==> config.mk <==
export PLATFORM = sky130hd
export DESIGN_NAME = prog_loader
export DESIGN_NICKNAME = d
export VERILOG_FILES = /design/src/rtl/prog_loader.sv
export SDC_FILE = /design/constraint.sdc
export NUM_CORES = 1
export LEC_CHECK = 0
export CELL_PAD_IN_SITES_DETAIL_PLACEMENT = 0
export CELL_PAD_IN_SITES_GLOBAL_PLACEMENT = 2
export CORE_MARGIN = 2
export CORE_UTILIZATION = 31
export CTS_BUF_LIST = sky130_fd_sc_hd__clkbuf_2 sky130_fd_sc_hd__clkbuf_4 sky130_fd_sc_hd__clkbuf_8
export DETAILED_ROUTE_END_ITERATION = 8
export GPL_ROUTABILITY_DRIVEN = 0
export HOLD_SLACK_MARGIN = 0.05
export PLACE_DENSITY_LB_ADDON = 0.1
export SKIP_LAST_GASP = 1
export SYNTH_ARGS = -nofsm -noshare
export SYNTH_HDL_FRONTEND = slang
export SYNTH_SLANG_ARGS = --single-unit
==> constraint.sdc <==
create_clock -name clk -period 2.05 [get_ports clk]
set_clock_uncertainty 0.15 [all_clocks]
set_input_delay 0.615 -clock clk [delete_from_list [all_inputs] [get_ports clk]]
set_output_delay 0.615 -clock clk [all_outputs]
set_load 0.01 [all_outputs]
==> src/rtl/prog_loader.sv <==
// rtl/prog_loader.sv - byte-stream program loader writing 16-bit words into the instruction ROM
// Holds the CPU in reset while loading; validates the image with a length header and XOR checksum.
module prog_loader #(
  parameter int ADDR_WIDTH = 8
) (
  input  logic                  clk,
  input  logic                  rst,
  input  logic                  start,
  input  logic                  in_valid,
  input  logic [7:0]            in_byte,
  output logic                  in_ready,
  output logic                  mem_we,
  output logic [ADDR_WIDTH-1:0] mem_addr,
  output logic [15:0]           mem_wdata,
  output logic                  cpu_hold,
  output logic                  done,
  output logic                  error
);

  typedef enum logic [2:0] {
    S_IDLE,
    S_LEN_HI,
    S_LEN_LO,
    S_DATA_HI,
    S_DATA_LO,
    S_CHECK,
    S_DONE,
    S_ERROR
  } state_t;

  localparam logic [16:0] MAX_WORDS = 17'd1 << ADDR_WIDTH;

  state_t                r_state;
  state_t                w_next;
  logic [7:0]            r_len_hi;
  logic [15:0]           r_len;
  logic [16:0]           r_cnt;
  logic [7:0]            r_hi;
  logic [7:0]            r_chk;
  logic                  r_mem_we;
  logic [ADDR_WIDTH-1:0] r_mem_addr;
  logic [15:0]           r_mem_wdata;

  logic [15:0]           w_len;
  logic                  w_last;
  logic                  w_accept;
  logic                  w_start;

  assign w_len    = {r_len_hi, in_byte};
  assign w_last   = ((r_cnt + 17'd1) == {1'b0, r_len});
  assign in_ready = (r_state == S_LEN_HI) || (r_state == S_LEN_LO) ||
                    (r_state == S_DATA_HI) || (r_state == S_DATA_LO) ||
                    (r_state == S_CHECK);
  assign w_accept = in_valid && in_ready;
  assign w_start  = start && ((r_state == S_IDLE) || (r_state == S_DONE) ||
                              (r_state == S_ERROR));

  assign mem_we    = r_mem_we;
  assign mem_addr  = r_mem_addr;
  assign mem_wdata = r_mem_wdata;

  always_ff @(posedge clk) begin
    if (rst) begin
      r_state <= S_IDLE;
    end else begin
      r_state <= w_next;
    end
  end

  // Flags follow the state register, so they settle one cycle after the deciding byte.
  always_comb begin
    w_next   = r_state;
    done     = 1'b0;
    error    = 1'b0;
    cpu_hold = 1'b1;
    case (r_state)
      S_IDLE: begin
        if (start) w_next = S_LEN_HI;
      end
      S_LEN_HI: begin
        if (in_valid) w_next = S_LEN_LO;
      end
      S_LEN_LO: begin
        if (in_valid) begin
          if ({1'b0, w_len} > MAX_WORDS) begin
            w_next = S_ERROR;
          end else if (w_len == 16'd0) begin
            w_next = S_CHECK;
          end else begin
            w_next = S_DATA_HI;
          end
        end
      end
      S_DATA_HI: begin
        if (in_valid) w_next = S_DATA_LO;
      end
      S_DATA_LO: begin
        if (in_valid) w_next = w_last ? S_CHECK : S_DATA_HI;
      end
      S_CHECK: begin
        if (in_valid) w_next = (in_byte == r_chk) ? S_DONE : S_ERROR;
      end
      S_DONE: begin
        done     = 1'b1;
        cpu_hold = 1'b0;
        if (start) w_next = S_LEN_HI;
      end
      S_ERROR: begin
        done  = 1'b1;
        error = 1'b1;
        if (start) w_next = S_LEN_HI;
      end
      default: w_next = S_IDLE;
    endcase
  end

  // Reset has priority, which also drops a write strobe decided on the same edge.
  always_ff @(posedge clk) begin
    if (rst) begin
      r_len_hi    <= 8'd0;
      r_len       <= 16'd0;
      r_cnt       <= 17'd0;
      r_hi        <= 8'd0;
      r_chk       <= 8'd0;
      r_mem_we    <= 1'b0;
      r_mem_addr  <= '0;
      r_mem_wdata <= 16'd0;
    end else begin
      r_mem_we <= 1'b0;
      if (w_start) begin
        r_cnt <= 17'd0;
        r_chk <= 8'd0;
      end
      if (w_accept) begin
        case (r_state)
          S_LEN_HI: r_len_hi <= in_byte;
          S_LEN_LO: r_len    <= w_len;
          S_DATA_HI: begin
            r_hi  <= in_byte;
            r_chk <= r_chk ^ in_byte;
          end
          S_DATA_LO: begin
            r_chk       <= r_chk ^ in_byte;
            r_mem_we    <= 1'b1;
            r_mem_addr  <= r_cnt[ADDR_WIDTH-1:0];
            r_mem_wdata <= {r_hi, in_byte};
            r_cnt       <= r_cnt + 17'd1;
          end
          default: ;
        endcase
      end
    end
  end

endmodule

# Word level (Yosys, flattened, before mapping)
# Index checks and enable logic that the tools add are counted.
op_classes:
  add_sub_neg: 1
  n_lt_le_gt_ge: 1
  n_eq_ne: 15
  muxes: 21
  bitwise_logic: 2
  n_reduce_logical: 19
ops:
  columns: ["operator", "n"]
  rows:
  - ["$mux W17", 3]
  - ["$mux W3", 9]
  - ["$mux W8", 3]
  - ["$pmux W3 S6", 1]
  - ["$add A17 B1 Y17 const B", 1]
  - ["$eq A17 B16 Y1", 1]
  - ["$gt A16 B9 Y1 const B", 1]
  - ["$logic_not A16 Y1", 1]
  - ["$eq A3 B3 Y1 const B", 4]
  - ["$ne A2 B2 Y1 const B", 5]
  - ["$eq A8 B8 Y1", 1]
  - ["$reduce_and A2 Y1", 4]
  - ["$xor A8 B8 Y8", 1]
  - ["$eq A3 B2 Y1 const B", 2]
  - ["$logic_or A1 B1 Y1", 6]
  - ["$reduce_and A6 Y1", 1]
  - ["$reduce_or A2 Y1", 3]
  - ["$mux W1", 5]
  - ["$eq A3 B1 Y1 const B", 1]
  - ["$logic_not A3 Y1", 1]
  - ["$reduce_or A3 Y1", 1]
  - ["$logic_and A1 B1 Y1", 2]
  - ["$ne A2 B1 Y1 const B", 1]
  - ["$not A1 Y1", 1]
word_totals:
  regBits: 85
  in_bits: 12

# Logic depth before layout (Yosys ltp)
depth:
  ltp_word: 8
  ltp_mapped: 9
  ltp_nobuf: 7

# Worst setup path before layout
# No wires, ideal clock.
synth_timing:
  path_type: "flip-flop to flip-flop"
  start: "register r_cnt[0]"
  end: "register r_state[1]"
  setup_time_ps: 115
  arrival_ps: 1930
  setup_slack_ps: -144
  stages_incl_launch_ff: 9
  path_buffers: 1
  period_less_slack_ps: 2194
  path_cell_list: "dfxtp_1 ha_1 and3_1 buf_2 and3_1 xnor2_1 nor4_4 o2111ai_1 o21a_1"
synth_via:
  elab_chain_cells: 5
synth_rtl:
  columns: ["item", "line", "rtl"]
  rows:
  - ["start: declaration", "37", "logic [16:0] r_cnt;"]
  - ["start signal: assignment", "147", "r_cnt <= r_cnt + 17'd1;"]
  - ["$add A17 B1 Y17", "50", "assign w_last = ((r_cnt + 17'd1) == {1'b0, r_len});"]
  - ["$eq A17 B16 Y1", "50", null]
  - ["$mux W3 (2 in a row)", "98", "if (in_valid) w_next = w_last ? S_CHECK : S_DATA_HI;"]
  - ["$pmux W3 S6", "76", "case (r_state)"]
  - ["end signal: assignment", "66", "r_state <= w_next;"]
  - ["end: declaration", "33", "state_t r_state;"]
# Every way passes these cells. The select of a mux whose other input is x is not followed.
# A chain may end at the register's enable or synchronous reset.

# Worst setup path after layout
# Ends and elaborated chain as after synthesis.

==> run_results.csv <==
group,metric,value,unit
global_route,grt_util_all_layers,0.171,
placed_design,port_buffers,40,
synthesis,syn_area_per_cell,7.97,um2
layout,stdcell_count,792,
cts,cts_tree,"yes",
layout,fin_nets,629,
timing,setup_viol,2,
critical_path,end_kind,"flip-flop",
synthesis,seq_area_frac_synth,0.420,
placed_design,placed_area,5170,um2
timing,slew_violations,0,
synthesis,syn_area,4050,um2
synthesis,netlist_top_cells_count,"nand2_1, dfxtp_1, a21oi_1, nor2_1, clkbuf_1",
die,io_pins,41,
timing,relSlewSlack,0.660,
global_route,antenna_found_initial,0,
cts,clock_path_buffers,2,
cts,clkSinkCount,85,
critical_path,worstSetupPathType,"flip-flop to flip-flop",
critical_path,cp_cell_sequence,"buf_4 > nand4_4 > nor4_4 > xnor2_1 > nor4_2 > o2111ai_2 > o21a_1",
layout,antenna_cells,0,
critical_path,arrival,2.27,ns
synthesis,synthTopCellsByArea,"dfxtp_1, nand2_1, a21oi_1",
timing,rsz0062_at_grt,"yes",
global_route,grt_pass1_vias,3679,
global_route,grt_pass1_wl,18.9,mm
critical_path,startpoint_type,"flip-flop",
power_and_ir_drop,ir_drop,0.335,mV
power_and_ir_drop,leakage,2.50,nW
cts,cts-buffers-inserted,9,
timing,fmax,465,MHz
layout,fin_area,5600,um2
die,row_count,41,
timing,fin_crit_sh,1.05,
synthesis,synth_fp_nets,521,
layout,syn_to_final_growth,38.4,%
synthesis,synthCells,508,
cts,cts_max_level,3,
route,vias,3774,
global_route,grt-ovfl-total,0,
global_route,grt_max_degree,49,
route,routed_wl,11.6,mm
synthesis,synth_cell_types,48,
synthesis,async_flop_share,0,
route,wl_per_cell,14.6,um
placed_design,dp.cells,767,
critical_path,crit_required,2.16,ns
timing,worst_pin_slew,0.510,ns
die,die_w,118,um
timing,final_hold_viol_count,0,
outcome,violations,"setup timing",
synthesis,synth_top_area_cell,"dfxtp_1",
cts,path_clk_slew,0.09,ns
power_and_ir_drop,power,0.00392,W
die,initial_core_util,0.320,
route,firstDrtPassIters,4,
critical_path,slowest_stage,"nor4_2",
die,core_area,12700,um2
synthesis,synth_top_cell_area_share,0.420,
timing,min_period,2.15,ns
route,drtAntennaViolNets,0,
synthesis,synth_edf_count,0,
die,die_area,14000,um2
die,dieHeight,118,um
route,viasPerCell,4.77,
timing,layout_setup_ws,-0.101,ns
synthesis,ys_seq_elements,85,
layout,drive_gt1_frac,0.247,
synthesis,synthMostInstantiatedCell,"nand2_1",
placed_design,place_hpwl,8.45,mm
synthesis,synth_flop_cell,"dfxtp_1",
outcome,outcome,"complete, but fails checks",
critical_path,cpPeakStageDelay,0.39,ns
power_and_ir_drop,power_density,700,nW/um2
synthesis,yosysWarnings,0,
cts,ctsHoldBuffers,0,
hold_path,holdCritPathClass,"flip-flop to flip-flop",
critical_path,worstPathMaxFanout,3,
cts,cts_root_buffer,"clkbuf_8",
route,drt_iter0_drc,182,
route,drcViolationCount,0,
run,cap_viol_max_count,0,
cts,clock_latency,0.37,ns
[stage by stage]
step	setup TNS (ns)	hold slack, ns	setup WS, ns	utilization
2_1_floorplan	-0.0408	0.282	-0.0408	-
3_3_place_gp	-24.75	0.295	-0.600	0.408
3_5_place_dp	-27.41	0.297	-0.670	0.408
4_1_cts	-0.334	0.309	-0.125	0.432
5_1_grt	-0.428	0.322	-0.234	0.442
6_report	-0.133	0.304	-0.101	0.442
[sequential cells by signal (all words and copies together), names as in the netlist]
register   count
mem_we         1
r_len_hi       8
r_chk          8
mem_wdata     16
r_len         16
mem_addr       8
r_cnt         17
r_hi           8
r_state        3
[repair_timing]
| action | CTS | global route |
|---|---|---|
| buffers inserted | 6 | 4 |
| pin swaps | 9 | 8 |
| endpoints found under the setup margin | 34 | 47 |
| resized for setup | 26 | 46 |
| gates cloned | 1 | 0 |
[area by class of cell]
class                           count  area (um2)
Clock buffer                       11         151
Inverter                            7        26.3
Clock inverter                      4        47.5
Sequential cell                    85        1720
Tap cell                          172         215
Multi-Input combinational cell    377        2280
Timing Repair Buffer              136        1170
Fill cell                        1325        7070
[worst paths after layout]
path            start           end  slack (ns)  cells past startpoint
max reg2reg  r_cnt[0]    r_state[1]       -0.10                      7
min           r_hi[0]  mem_wdata[8]        0.30                      2
min reg2reg   r_hi[0]  mem_wdata[8]        0.30                      2
max          r_cnt[0]    r_state[1]       -0.10                      7
[logic make-up (layout without fill, tap and decap cells)]
group / after synthesis / after routing / synth area share
XOR/XNOR: 27 / 27 / 0.0618
adder cells (fa/ha/maj): 1 / 1 / 0.00309
AND/OR/NAND/NOR: 218 / 218 / 0.269
buffers and inverters: 46 / 158 / 0.0473
AO/OA/AOI/OAI: 119 / 119 / 0.169
flip-flops: 85 / 85 / 0.420
multiplexers: 12 / 12 / 0.0297
[worst max-delay path: cells and delay by family (launching register included)]
family                    cells  cell delay (ns)
and+or+nand+nor               3             0.86
buffers and inverters         1             0.12
DFF                           1             0.36
xor gates and xnor gates      1             0.12
AOI/OAI and AO/OA             2             0.42
[where the power goes]
part / internal [W] / switching, W / total, W
logic: 0.000414 / 0.000509 / 0.000923
registers: 0.00172 / 0.0000544 / 0.00177
clock network: 0.000619 / 0.000606 / 0.00123
[layout by cell type (no fill, tap or decap), types with 5 or more instances in the layout]
cell type	count
nand2_1	111
buf_4	93
dfxtp_1	78
a21oi_1	56
nor2_1	37
dlymetal6s2s_1	24
xnor2_1	17
o21ai_0	16
o21ai_1	15
mux2i_1	12
clkbuf_8	11
nand3_1	9
xor2_1	9
nor2b_1	7
a22oi_1	7
clkdlybuf4s50_1	7
o31ai_1	6
nor4_1	6
nand2b_1	5
and3_1	5
nor3b_1	5
inv_1	5
dfxtp_2	5
[per-layer routing]
| metal | global-route usage | vias to the layer above | share of wire |
|---|---|---|---|
| met5 | 0 | - | 0 |
| li1 | - | 1956 | - |
| met1 | 0.215 | 1771 | 0.48 |
| met4 | 0.0361 | 0 | 0.0079 |
| met3 | 0.0473 | 6 | 0.027 |
| met2 | 0.291 | 41 | 0.48 |
Note: power is estimated with default switching activity, not from simulation.
